[config.mk]
export PLATFORM = sky130hd
export DESIGN_NAME = uart_rx_8n1
export DESIGN_NICKNAME = d
export VERILOG_FILES = /design/src/rtl/uart_rx_8n1.sv
export SDC_FILE = /design/constraint.sdc
export NUM_CORES = 1
export LEC_CHECK = 0
export ABC_AREA = 1
export CAP_MARGIN = 20
export CORE_MARGIN = 4
export CORE_UTILIZATION = 55
export DETAILED_ROUTE_END_ITERATION = 10
export PLACE_DENSITY = 0.8
export SKIP_CTS_REPAIR_TIMING = 1
export SYNTH_ARGS = -nofsm -noshare
export SYNTH_HDL_FRONTEND = slang
export SYNTH_SLANG_ARGS = --single-unit
[constraint.sdc]
create_clock -name clk -period 2.4 [get_ports clk]
set_clock_uncertainty 0.2 [all_clocks]
set_input_delay 0.48 -clock clk [delete_from_list [all_inputs] [get_ports clk]]
set_output_delay 0.48 -clock clk [all_outputs]
set_load 0.01 [all_outputs]
[src/rtl/uart_rx_8n1.sv]
// uart_rx_8n1 - oversampling UART receiver, 8 data bits, no parity, 1 stop bit.
//
// Turns the asynchronous serial line into one-cycle byte strobes for the debug
// core's byte-stream input, and flags frames whose stop bit is low.
//
// Ports:
//   clk           in   system clock, all logic on the rising edge
//   rst           in   synchronous reset, active-high
//   rx            in   asynchronous serial line, idles high
//   data          out  [7:0] last correctly received byte, held until the next good frame
//   valid         out  one-cycle strobe, data is new in this cycle
//   framing_error out  one-cycle strobe, stop bit was sampled low
//   busy          out  high whenever the receiver is not idle
//
// Timing: with t0 the first cycle IDLE sees the synchronised line low, the start
// bit is checked at t0 + CLOCKS_PER_BAUD/2, data bit k (k = 1..8) at
// t0 + CLOCKS_PER_BAUD/2 + k*CLOCKS_PER_BAUD and the stop bit one baud later.
// The strobe follows the stop-bit sample by one cycle.

module uart_rx_8n1 #(
  parameter int unsigned CLOCKS_PER_BAUD = 868
) (
  input  logic       clk,
  input  logic       rst,
  input  logic       rx,
  output logic [7:0] data,
  output logic       valid,
  output logic       framing_error,
  output logic       busy
);

  localparam int unsigned CntW = (CLOCKS_PER_BAUD > 1) ? $clog2(CLOCKS_PER_BAUD) : 1;
  // Counter terminal values: the counter runs from 0, so "last" is N-1.
  localparam logic [CntW-1:0] HalfLast = CntW'(CLOCKS_PER_BAUD / 2 - 1);
  localparam logic [CntW-1:0] BaudLast = CntW'(CLOCKS_PER_BAUD - 1);

  typedef enum logic [2:0] {
    StIdle,
    StStart,
    StData,
    StStop,
    StBreak
  } state_e;

  logic            r_sync1;
  logic            r_rx_s;
  state_e          r_state;
  logic [CntW-1:0] r_cnt;
  logic [2:0]      r_bit_idx;
  logic [7:0]      r_shift;
  logic [7:0]      r_data;
  logic            r_valid;
  logic            r_ferr;
  logic            r_busy;

  // Two-flop synchroniser; resets to the idle (high) line level so a reset
  // never fabricates a start edge.
  always_ff @(posedge clk) begin
    if (rst) begin
      r_sync1 <= 1'b1;
      r_rx_s  <= 1'b1;
    end else begin
      r_sync1 <= rx;
      r_rx_s  <= r_sync1;
    end
  end

  always_ff @(posedge clk) begin
    if (rst) begin
      r_state   <= StIdle;
      r_cnt     <= '0;
      r_bit_idx <= '0;
      r_shift   <= '0;
      r_data    <= '0;
      r_valid   <= 1'b0;
      r_ferr    <= 1'b0;
      r_busy    <= 1'b0;
    end else begin
      // Strobes are single-cycle by default.
      r_valid <= 1'b0;
      r_ferr  <= 1'b0;

      unique case (r_state)
        StIdle: begin
          if (!r_rx_s) begin
            r_state <= StStart;
            r_cnt   <= '0;
            r_busy  <= 1'b1;
          end
        end

        StStart: begin
          if (r_cnt == HalfLast) begin
            r_cnt <= '0;
            if (!r_rx_s) begin
              r_state   <= StData;
              r_bit_idx <= '0;
            end else begin
              // Line went back high before mid-start: treat as a glitch.
              r_state <= StIdle;
              r_busy  <= 1'b0;
            end
          end else begin
            r_cnt <= r_cnt + CntW'(1);
          end
        end

        StData: begin
          if (r_cnt == BaudLast) begin
            r_cnt     <= '0;
            r_shift   <= {r_rx_s, r_shift[7:1]};  // LSB arrives first
            r_bit_idx <= r_bit_idx + 3'd1;
            if (r_bit_idx == 3'd7) begin
              r_state <= StStop;
            end
          end else begin
            r_cnt <= r_cnt + CntW'(1);
          end
        end

        StStop: begin
          if (r_cnt == BaudLast) begin
            r_cnt <= '0;
            if (r_rx_s) begin
              r_data  <= r_shift;
              r_valid <= 1'b1;
              r_state <= StIdle;
              r_busy  <= 1'b0;
            end else begin
              r_ferr  <= 1'b1;
              r_state <= StBreak;
            end
          end else begin
            r_cnt <= r_cnt + CntW'(1);
          end
        end

        StBreak: begin
          // Hold off until the line returns high so a long break reports once.
          if (r_rx_s) begin
            r_state <= StIdle;
            r_busy  <= 1'b0;
          end
        end

        default: begin
          r_state <= StIdle;
          r_busy  <= 1'b0;
        end
      endcase
    end
  end

  assign data          = r_data;
  assign valid         = r_valid;
  assign framing_error = r_ferr;
  assign busy          = r_busy;

endmodule

==> impl_results.md <==
* Clk buf depth at 2
* Worst Path Max Fanout at 2
* Setup Crit Path Kind: flop to output port
* DR vias/cell at about 5
* Cell type group with the largest total delay on the critical path: buffers and inverters
* Met1 usage at 0.237
* R2R cell count at 8
* Crit. path cell count at 1
* Setup-failing EPs final at 0
* Maximum frequency from static timing analysis at 526 MHz
* Overall Global Routing Usage at 0.184
* Initial core utilization at 0.570
* Max VDD drop at 0.441 mV
* Instance count of the mapped netlist at approximately 240
* Cell with the largest stage delay on the worst path: clkdlybuf4s50_1
* Routed WL at roughly 3300 um
* Crit path buffers/inverters at 1
* Horiz. Die Dim at 64.3 um
* Power density over the cells at between 800 and 900 nW/um^2
* TritonCTS Sinks at 37
* Total vias in the final route at between 1.5k and 2k
* Number of buffers inserted by port buffering at 13
* Type of the most critical hold path: flop to flop
* Crit share post-route at 0.793
* Met2 Track Usage GR at 0.278
* Fraction of synthesis flops using an asynchronous set or reset pin at 0
* Post-synth EDFFs at 0
* Total number of nets in the final design at 265
* Final weighted congestion in routability-driven placement at between 0.9 and 1
* Setup TNS Final at 0 ps
* Top Ports at 14
* Fraction of final layout cells sized beyond drive strength 1 at 0.120
* Fill count at roughly 280
* Maxcap violations at 0
* Unrepaired setup endpoints after global routing: false
* Later-pin clock latency in the skew report at approximately 340 ps
* Final routed wire length divided by cell count at about 11 um
* Share of synthesized area occupied by flip-flops and latches at 0.425
* Detailed Routing Iterations Pass 1 at 4
* Most frequently used flop master after synthesis: dfxtp_1
* Peak per-stage delay on the critical path at approximately 540 ps
* Number of cells after detailed placement at 295
* Clock H-tree levels at 2
* Detailed-placement wirelength estimate at approximately 2400 um
* Area used by multi-input combinational logic at about 860 sq um
* Leftover overflow at the end of global routing at 0
* Maximum number of pins on one net before global-route repair at 28
* Count of yosys warnings during synthesis at 0
* Fin. max-slew vios at 0
* Ordered cell list for the critical path: clkdlybuf4s50_1
* Die Span Y at ~64 um
* Crit start category: flop
* Post-synthesis sequential element count at 37
* CTS tree: done
* Number of distinct library cell variants in the gate-level netlist after synthesis at 26
* Fin cells at 303
* Clock buffers created by TritonCTS at 5
* Worst EP required at approximately 1700 ps
* Average cell area after synthesis at approximately 7.3 sq um
* Post-layout min period at about 1900 ps
* Post-synthesis to final-layout area growth at 14.9%
* Cell row count at 20
* Synth Cell Area at between 1500 and 2000 sq um
* Vias in the first global route at between 1k and 1.5k
* Clock edge transition at the registers on the reported setup and hold paths at ~110 ps
* CTS root buffer: clkbuf_4
* Leading cell types in the layout, fill and taps excluded: nor2_1, nand2_1, dfxtp_1
* Iteration-0 DRC Markers at roughly 150
* GR Layer Usage met3 at 0.0650
* Residual antenna-violating net count after detailed routing at 0
* Number of diodes added for antenna fixing at 0
* Area occupied by registers at 741 sq um
* Worst Hold Path Cells at 1
* DIE AREA at 4130 sq um
* Leak Pwr at just over 0.9 nW
* Commonest non-fill, non-tap cell in the layout: nor2_1
* Initial antenna violation count at 0
* Std-Cell Core Area at roughly 3100 sq um
* Setup crit end kind: output port
* Most crowded layer after global routing: met2
* Number of hold violations in the final report at 0
* Status: finished, final reports clean
* Slew Limit Headroom at 0.783
* Slew at the pin closest to its max-slew limit at between 300 and 400 ps
* Number of nets in the synthesized netlist at 246
* CP arrival at about 1200 ps
* First-pass GRT wire length at a little under 6000 um
* DRC violation count after routing at 0
==> cells by family (layout without fill, tap and decap cells) <==
| logic type | Yosys count | after routing | share of synthesized area |
|---|---|---|---|
| AND/OR/NAND/NOR | 127 | 127 | 0.349 |
| flip-flops | 37 | 37 | 0.425 |
| buffers and inverters | 34 | 54 | 0.0783 |
| AO/OA/AOI/OAI | 33 | 33 | 0.0984 |
| adder cells (fa/ha/maj) | 4 | 4 | 0.0287 |
| XOR/XNOR | 4 | 4 | 0.0201 |
==> sequential cells by signal, indices dropped and copies added, names as in the netlist <==
| name | cells |
|---|---|
| r_cnt | 10 |
| r_sync1 | 1 |
| framing_error | 1 |
| valid | 1 |
| data | 8 |
| r_shift | 8 |
| r_rx_s | 1 |
| r_bit_idx | 3 |
| busy | 1 |
| r_state | 3 |
==> Yosys cell counts (all sizes together) (2+ instances only) <==
cell | number | area share
nor2 | 54 | 0.13
ha | 4 | 0.029
nand4 | 3 | 0.011
nor3 | 7 | 0.036
o21ai | 21 | 0.060
a21oi | 10 | 0.029
xor2 | 4 | 0.020
nand3 | 17 | 0.049
buf | 2 | 0.0093
dfxtp | 37 | 0.43
or2 | 3 | 0.011
nand2 | 42 | 0.11
inv | 30 | 0.065
==> path summary, 6_finish.rpt <==
path	startpoint	endpoint	slack, ps
hold reg to reg	r_sync1	r_rx_s	230
setup reg to reg	r_cnt[0]	r_shift[7]	520
setup / recovery	data[4]	data[4]	500
hold / removal	r_sync1	r_rx_s	230
==> metrics by stage <==
step | cell area [sq um] | utilization | hold WS (ps) | worst slack, ps | power [mW]
after global routing | 2000 | 0.656 | 239 | 352 | 1.83
after global placement | 1920 | 0.630 | 197 | 467 | 1.28
final | 2000 | 0.656 | 227 | 498 | 1.70
after floorplan | 1740 | - | 189 | 780 | 1.15
after detailed placement | 1920 | 0.630 | 204 | 440 | 1.28
after CTS | 2000 | 0.656 | 234 | 466 | 1.72
==> layout make-up <==
| cell class | instances | share of cell area |
|---|---|---|
| Timing Repair Buffer | 15 | 0.0725 |
| Tap cell | 44 | 0.0275 |
| Multi-Input combinational cell | 168 | 0.432 |
| Sequential cell | 37 | 0.370 |
| Clock buffer | 6 | 0.0206 |
| Clock inverter | 2 | 0.0194 |
| Inverter | 31 | 0.0581 |
==> power by group <==
group / internal, mW / switching, mW
clock: 0.222 / 0.209
combinational: 0.188 / 0.374
sequential: 0.656 / 0.0533
total: 1.07 / 0.636
==> layer usage <==
metal / share of wire / wire, um / up-vias
met5: 0 / 0 / -
met4: 0.018 / 58 / 0
met3: 0.038 / 124 / 7
met2: 0.45 / 1480 / 25
met1: 0.49 / 1610 / 691
li1: - / - / 796
Note: power is estimated with default switching activity, not from simulation.
